==> config.mk <==
export PLATFORM = sky130hd
export DESIGN_NAME = seq_pattern_matcher
export DESIGN_NICKNAME = d
export VERILOG_FILES = /design/src/rtl/pattern_match_pkg.sv /design/src/rtl/symbol_window.sv /design/src/rtl/seq_pattern_matcher.sv
export SDC_FILE = /design/constraint.sdc
export NUM_CORES = 1
export LEC_CHECK = 0
export CAP_MARGIN = 5
export CELL_PAD_IN_SITES_DETAIL_PLACEMENT = 1
export CELL_PAD_IN_SITES_GLOBAL_PLACEMENT = 2
export CORE_ASPECT_RATIO = 1.5
export CORE_UTILIZATION = 33
export CTS_CLUSTER_SIZE = 20
export DETAILED_ROUTE_END_ITERATION = 10
export PLACE_DENSITY_LB_ADDON = 0.1
export SETUP_SLACK_MARGIN = 0.3
export SLEW_MARGIN = 25
export SYNTH_ARGS = -nofsm -noshare
export SYNTH_HDL_FRONTEND = slang
export SYNTH_SLANG_ARGS = --single-unit
==> constraint.sdc <==
create_clock -name clk -period 4.2 [get_ports clk]
set_clock_uncertainty 0.2 [all_clocks]
set_input_delay 0.84 -clock clk [delete_from_list [all_inputs] [get_ports clk]]
set_output_delay 0.84 -clock clk [all_outputs]
set_load 0.05 [all_outputs]
==> src/rtl/pattern_match_pkg.sv <==
// rtl/pattern_match_pkg.sv - shared defaults, width helper and status type for the pattern matcher
package pattern_match_pkg;

    localparam int DEFAULT_DATA_W  = 8;
    localparam int DEFAULT_MAX_LEN = 8;
    localparam int DEFAULT_CNT_W   = 16;

    function automatic int len_w(input int max_len);
        return $clog2(max_len + 1);
    endfunction

    typedef struct packed {
        logic                     found;
        logic                     overrun;
        logic [DEFAULT_CNT_W-1:0] count;
    } match_status_t;

endpackage

==> src/rtl/symbol_window.sv <==
// rtl/symbol_window.sv - history shift register of accepted symbols with saturating fill count
module symbol_window
    import pattern_match_pkg::*;
#(
    parameter int DATA_W  = DEFAULT_DATA_W,
    parameter int MAX_LEN = DEFAULT_MAX_LEN,
    localparam int LEN_W  = len_w(MAX_LEN)
) (
    input  logic                             clk,
    input  logic                             reset_sync_n,
    input  logic                             shift,
    input  logic                             flush,
    input  logic [DATA_W-1:0]                din,
    output logic [MAX_LEN-1:0][DATA_W-1:0]   hist,
    output logic [LEN_W-1:0]                 fill
);

    localparam logic [LEN_W-1:0] MAX_L = LEN_W'(MAX_LEN);
    localparam logic [LEN_W-1:0] ONE_L = LEN_W'(1);

    // Flush only forgets the fill; stale history is masked by fill in the comparator.
    always_ff @(posedge clk) begin
        if (!reset_sync_n) begin
            hist <= '0;
            fill <= '0;
        end else begin
            if (shift) begin
                hist[0] <= din;
                for (int k = 1; k < MAX_LEN; k++) begin
                    hist[k] <= hist[k-1];
                end
            end
            if (flush) begin
                fill <= '0;
            end else if (shift && fill != MAX_L) begin
                fill <= fill + ONE_L;
            end
        end
    end

endmodule

==> src/rtl/seq_pattern_matcher.sv <==
// rtl/seq_pattern_matcher.sv - programmable symbol pattern detector with sticky flag, overrun and counter
module seq_pattern_matcher
    import pattern_match_pkg::*;
#(
    parameter int DATA_W  = DEFAULT_DATA_W,
    parameter int MAX_LEN = DEFAULT_MAX_LEN,
    parameter int CNT_W   = DEFAULT_CNT_W,
    localparam int LEN_W  = len_w(MAX_LEN),
    localparam int IDX_W  = (MAX_LEN > 1) ? $clog2(MAX_LEN) : 1
) (
    input  logic              clk,
    input  logic              reset_sync_n,
    input  logic              data_valid,
    input  logic [DATA_W-1:0] data,
    input  logic              cfg_we,
    input  logic [IDX_W-1:0]  cfg_idx,
    input  logic [DATA_W-1:0] cfg_char,
    input  logic              cfg_len_we,
    input  logic [LEN_W-1:0]  cfg_len,
    input  logic              overlap_en,
    input  logic              ack,
    output logic              found_pattern,
    output logic              match_pulse,
    output logic              overrun,
    output logic [CNT_W-1:0]  match_count
);

    localparam logic [LEN_W-1:0] MAX_L   = LEN_W'(MAX_LEN);
    localparam logic [LEN_W-1:0] ONE_L   = LEN_W'(1);
    localparam logic [CNT_W-1:0] CNT_MAX = '1;
    localparam logic [CNT_W-1:0] CNT_ONE = CNT_W'(1);

    logic [MAX_LEN-1:0][DATA_W-1:0] pat_r;
    logic [MAX_LEN-1:0][DATA_W-1:0] hist;
    logic [MAX_LEN-1:0][DATA_W-1:0] cand;
    logic [LEN_W-1:0]               len_r;
    logic [LEN_W-1:0]               supp_r;
    logic [LEN_W-1:0]               fill;
    logic [LEN_W-1:0]               fill_next;
    logic [MAX_LEN-1:0]             sym_eq;
    logic                           cfg_any;
    logic                           accept;
    logic                           len_ok;
    logic                           match;

    assign cfg_any = cfg_we | cfg_len_we;
    assign accept  = data_valid & ~cfg_any;

    symbol_window #(
        .DATA_W  (DATA_W),
        .MAX_LEN (MAX_LEN)
    ) u_window (
        .clk          (clk),
        .reset_sync_n (reset_sync_n),
        .shift        (accept),
        .flush        (cfg_any),
        .din          (data),
        .hist         (hist),
        .fill         (fill)
    );

    // Window as it will look once the current symbol is accepted.
    always_comb begin
        cand    = '0;
        cand[0] = data;
        for (int k = 1; k < MAX_LEN; k++) begin
            cand[k] = hist[k-1];
        end
    end

    for (genvar i = 0; i < MAX_LEN; i++) begin : g_cmp
        logic [LEN_W-1:0]  pos;
        logic [DATA_W-1:0] sym;
        assign pos = len_r - LEN_W'(i + 1);
        always_comb begin
            sym = '0;
            for (int k = 0; k < MAX_LEN; k++) begin
                if (pos == LEN_W'(k)) sym = cand[k];
            end
        end
        assign sym_eq[i] = (LEN_W'(i) >= len_r) || (sym == pat_r[i]);
    end

    assign fill_next = (fill == MAX_L) ? fill : fill + ONE_L;
    assign len_ok    = (len_r != '0) && (len_r <= MAX_L);
    assign match     = accept && len_ok && (supp_r == '0) && (fill_next >= len_r) && (&sym_eq);

    always_ff @(posedge clk) begin
        if (!reset_sync_n) begin
            pat_r         <= '0;
            len_r         <= '0;
            supp_r        <= '0;
            match_pulse   <= 1'b0;
            found_pattern <= 1'b0;
            overrun       <= 1'b0;
            match_count   <= '0;
        end else begin
            if (cfg_we) begin
                for (int k = 0; k < MAX_LEN; k++) begin
                    if (cfg_idx == IDX_W'(k)) pat_r[k] <= cfg_char;
                end
            end
            if (cfg_len_we) len_r <= cfg_len;

            if (cfg_any || overlap_en) begin
                supp_r <= '0;
            end else if (match) begin
                supp_r <= len_r - ONE_L;
            end else if (accept && supp_r != '0) begin
                supp_r <= supp_r - ONE_L;
            end

            match_pulse   <= match;
            found_pattern <= match | (found_pattern & ~ack);
            overrun       <= (match & found_pattern & ~ack) | (overrun & ~ack);
            if (match && match_count != CNT_MAX) begin
                match_count <= match_count + CNT_ONE;
            end
        end
    end

endmodule

==> metrics.md <==
| Metric | Value |
|---|---|
| Yosys reg bits | `~150` |
| Number of global-route vias before repair | `15,900` |
| Starting Density | `between 30% and 40%` |
| Synth async-reset ratio | `0%` |
| Warnings from Yosys | `0` |
| # DRC | `0` |
| Full die area | `between 0.03 and 0.04 sq mm` |
| Worst Hold Margin | `268 ps` |
| Core area | `roughly 0.037 sq mm` |
| Post-synthesis simple-gate area fraction | `roughly 28%` |
| First-pass GRT wire length | `105,000 um` |
| Largest family of logic cells by synthesized area | `compound AO/OA/AOI/OAI gates` |
| Endpoint class of the critical path | `flop` |
| Worst Path Max Fanout | `8` |
| EDFF count, synth | `0` |
| Drt first pass iters | `5` |
| Initial DRC Count | `approximately 1,300` |
| Final hold vios | `0` |
| Final worst-path cycle share | `105%` |
| Total power | `4.60 mW` |
| Clk buf depth | `2` |
| Max-Cap Viols | `0` |
| CP peak stage delay | `410 ps` |
| FILL cells | `between 4,000 and 5,000` |
| Fin crit period | `4400 ps` |
| Post-synthesis sequential area ratio | `around 24%` |
| Cts hold-fix bufs | `0` |
| Slew Limit Fails | `0` |
| RD Place Congestion | `0.975` |
| Fmax | `227 MHz` |
| Worst-Margin Slew | `just under 900 ps` |
| Syn_nets | `~1,800` |
| Syn_area_per_cell | `7.04 sq um` |
| Pleak | `between 6 and 7 nW` |
| CTS Buf Count | `17` |
| Most used DFF post-synth | `dfxtp_1` |
| Dpl hpwl | `~55,000 um` |
| Synth top area share | `24.4%` |
| Top-count cell post-synth | `nand2_1` |
| Worst-Skew Late Latency | `460 ps` |
| Slowest cell on crit path | `nor2b_2` |
| I/O Buffers | `48` |
| Final Worst Setup Slack | `-196 ps` |
| Post-layout net count | `about 2,100` |
| Power Density | `269 mW/mm^2` |
| Fraction of the mapped netlist area in adder cells | `around 2.2%` |
| Max-slew headroom | `42.0%` |
| Per-cell routed wire length | `28.2 um` |
| WL final | `around 72,000 um` |
| Failing checks | `negative setup slack` |
| CTS Sinks | `around 150` |
| Die X | `160 um` |
| Setup violators final | `20` |
| Synth unique cells | `roughly 90` |
| Synth Area in Compound Gates | `31.5%` |
| Crit-path cells | `inv_2 -> ha_4 -> buf_4 -> nor2b_2 -> a21oi_1 -> o32ai_1 -> a32oi_1 -> xor2_1 -> nand4_1 -> nor4_2 -> buf_4 -> o211ai_1 -> nand4b_4 -> buf_6 -> or3_1 -> a21oi_1` |
| Via count | `between 15,000 and 20,000` |
| IO Pins | `~50` |
| Total grt overflow | `0` |
| H-Tree Level Count | `4` |
| Critical Path RT | `4380 ps` |
| Post-synth top area cell | `dfxtp_1` |
| Top cells by area, synth | `dfxtp_1 (24%), nand2_1 (11%), a21oi_1 (8.2%)` |
| Die Y | `between 200 and 250 um` |
| CP Class | `flop to flop` |
| VDD IR max | `0.000206 V` |
| Status | `complete, but fails checks` |
| Mux share of post-synthesis cell area | `2.06%` |
| Synth Cell Area | `approximately 0.012 sq mm` |
| Largest net degree at the start of global routing | `61` |
| Clock Tree Root | `clkbuf_16` |
| Vias/cell | `6.11` |
| Initial antenna violation count | `2` |
| Layout area overhead | `37.7%` |
| Synth cell count leaders | `nand2_1 (349), a21oi_1 (202), dfxtp_1 (151)` |
| Unrepaired setup endpoints after global routing | `true` |
| Worst path arrival time | `4580 ps` |
| Worst hold path class | `flop to flop` |
| Routed Antenna Nets | `0` |
| Setup crit start kind | `flop` |
| Worst-path clk slew | `about 70 ps` |
| Share of cells above drive strength 1 | `25.6%` |
| Post-synthesis xor/xnor area fraction | `4.56%` |
| Gate Count Post-Synth | `1,762` |
| Total GRT Usage | `37.3%` |
| CTS tree | `built` |
| Site Rows | `86` |
==> state kept, by name, indices dropped and copies added (netlist names) <==
register / count
pat_r: 64
found_pattern: 1
supp_r: 4
overrun: 1
match_pulse: 1
match_count: 16
u_window.fill: 4
u_window.hist: 56
len_r: 4
==> through the flow <==
step / utilization, % / TNS [ps] / area, sq um / std cells / setup slack [ps]
after global placement: 42.5 / -13730 / 15700 / 2488 / -766
after detailed placement: 42.5 / -14230 / 15700 / 2488 / -756
final: 46.2 / -2520 / 17100 / 2553 / -196
after floorplan: - / 0 / 12500 / 1762 / 303
after CTS: 45.3 / -1870 / 16700 / 2536 / -148
after global routing: 46.2 / -5420 / 17100 / 2552 / -350
==> repair_timing <==
action | 4_1_cts | 5_1_grt
gates resized for setup | 64 | 43
pin swaps | 26 | 34
gates cloned | 0 | 0
buffers inserted | 17 | 16
setup endpoints to repair | 23 | 23
hold endpoints to repair | 0 | 0
==> metal layers <==
layer / wire length (um) / GRT usage (%) / part of all wire [%]
met5: 0 / 0 / 0
met4: 5010 / 24.4 / 7.0
met3: 3700 / 4.48 / 5.1
met2: 33800 / 62.7 / 47
met1: 29400 / 44.7 / 41
==> final timing paths <==
check / startpoint / end / slack, ps / cells after the start
worst min register to register: pat_r[53] / pat_r[53] / 270 / 2
worst max register to register: len_r[0] / match_count[11] / -200 / 16
worst max-delay path: len_r[0] / match_count[11] / -200 / 16
worst min-delay path: pat_r[53] / pat_r[53] / 270 / 2
==> power by group <==
| group | switching, mW | internal [mW] | total [mW] |
|---|---|---|---|
| Clock | 0.797 | 0.909 | 1.71 |
| Sequential | 0.0342 | 1.45 | 1.48 |
| Combinational | 0.800 | 0.606 | 1.41 |
==> critical path: cells and delay by family, from the launching register on <==
kind	cells	cell delay, ps
compound gates	5	910
xor+xnor	1	280
flops	1	370
simple gates	5	1530
buf+inv	4	690
fa+ha+maj	1	310
==> layout by cell type, fill, tap and decap left out, types with 9 or more instances in the layout <==
master             n
mux2i_1           21
xnor2_1           35
o31ai_1           14
nand4_1           12
nor2b_1           36
clkdlybuf4s50_1   47
a21oi_1          200
clkbuf_16         17
o21ai_0           65
ha_1              13
and3_1            10
nor3_1            20
a22oi_1           10
nor3b_1           27
buf_4            353
a211oi_1          30
dfxtp_1          148
a221oi_1          12
xor2_1            21
o22ai_1           14
inv_1             41
and2_1            12
a2bb2oi_1         13
or3_1             13
o221ai_1           9
a32oi_1           11
nand3_1           39
buf_6             15
nand2b_1          24
buf_12            18
nand3b_1          38
nor2_1            69
a31oi_1           29
nand2_1          347
o211ai_1          25
==> cell type report <==
cell class / count / area, sq um / area share, %
multi-input cells: 1403 / 8960 / 52.5
well taps: 484 / 606 / 3.55
flip-flops and latches: 151 / 3030 / 17.8
diodes: 1 / 2.50 / 0.0147
clock buffers: 18 / 439 / 2.57
clock inverters: 13 / 158 / 0.924
repair buffers: 436 / 3690 / 21.6
inverters: 47 / 185 / 1.09
==> cell families (layout without fill, tap and decap cells) <==
family                     Yosys count  count (layout)
muxes                               25              25
adders and majority gates           22              22
xor gates and xnor gates            62              62
DFF                                151             151
and+or+nand+nor                    711             711
other                                0               1
buffers and inverters              208             514
AOI/OAI and AO/OA                  583             583
Power figures use the tool's default switching activity.
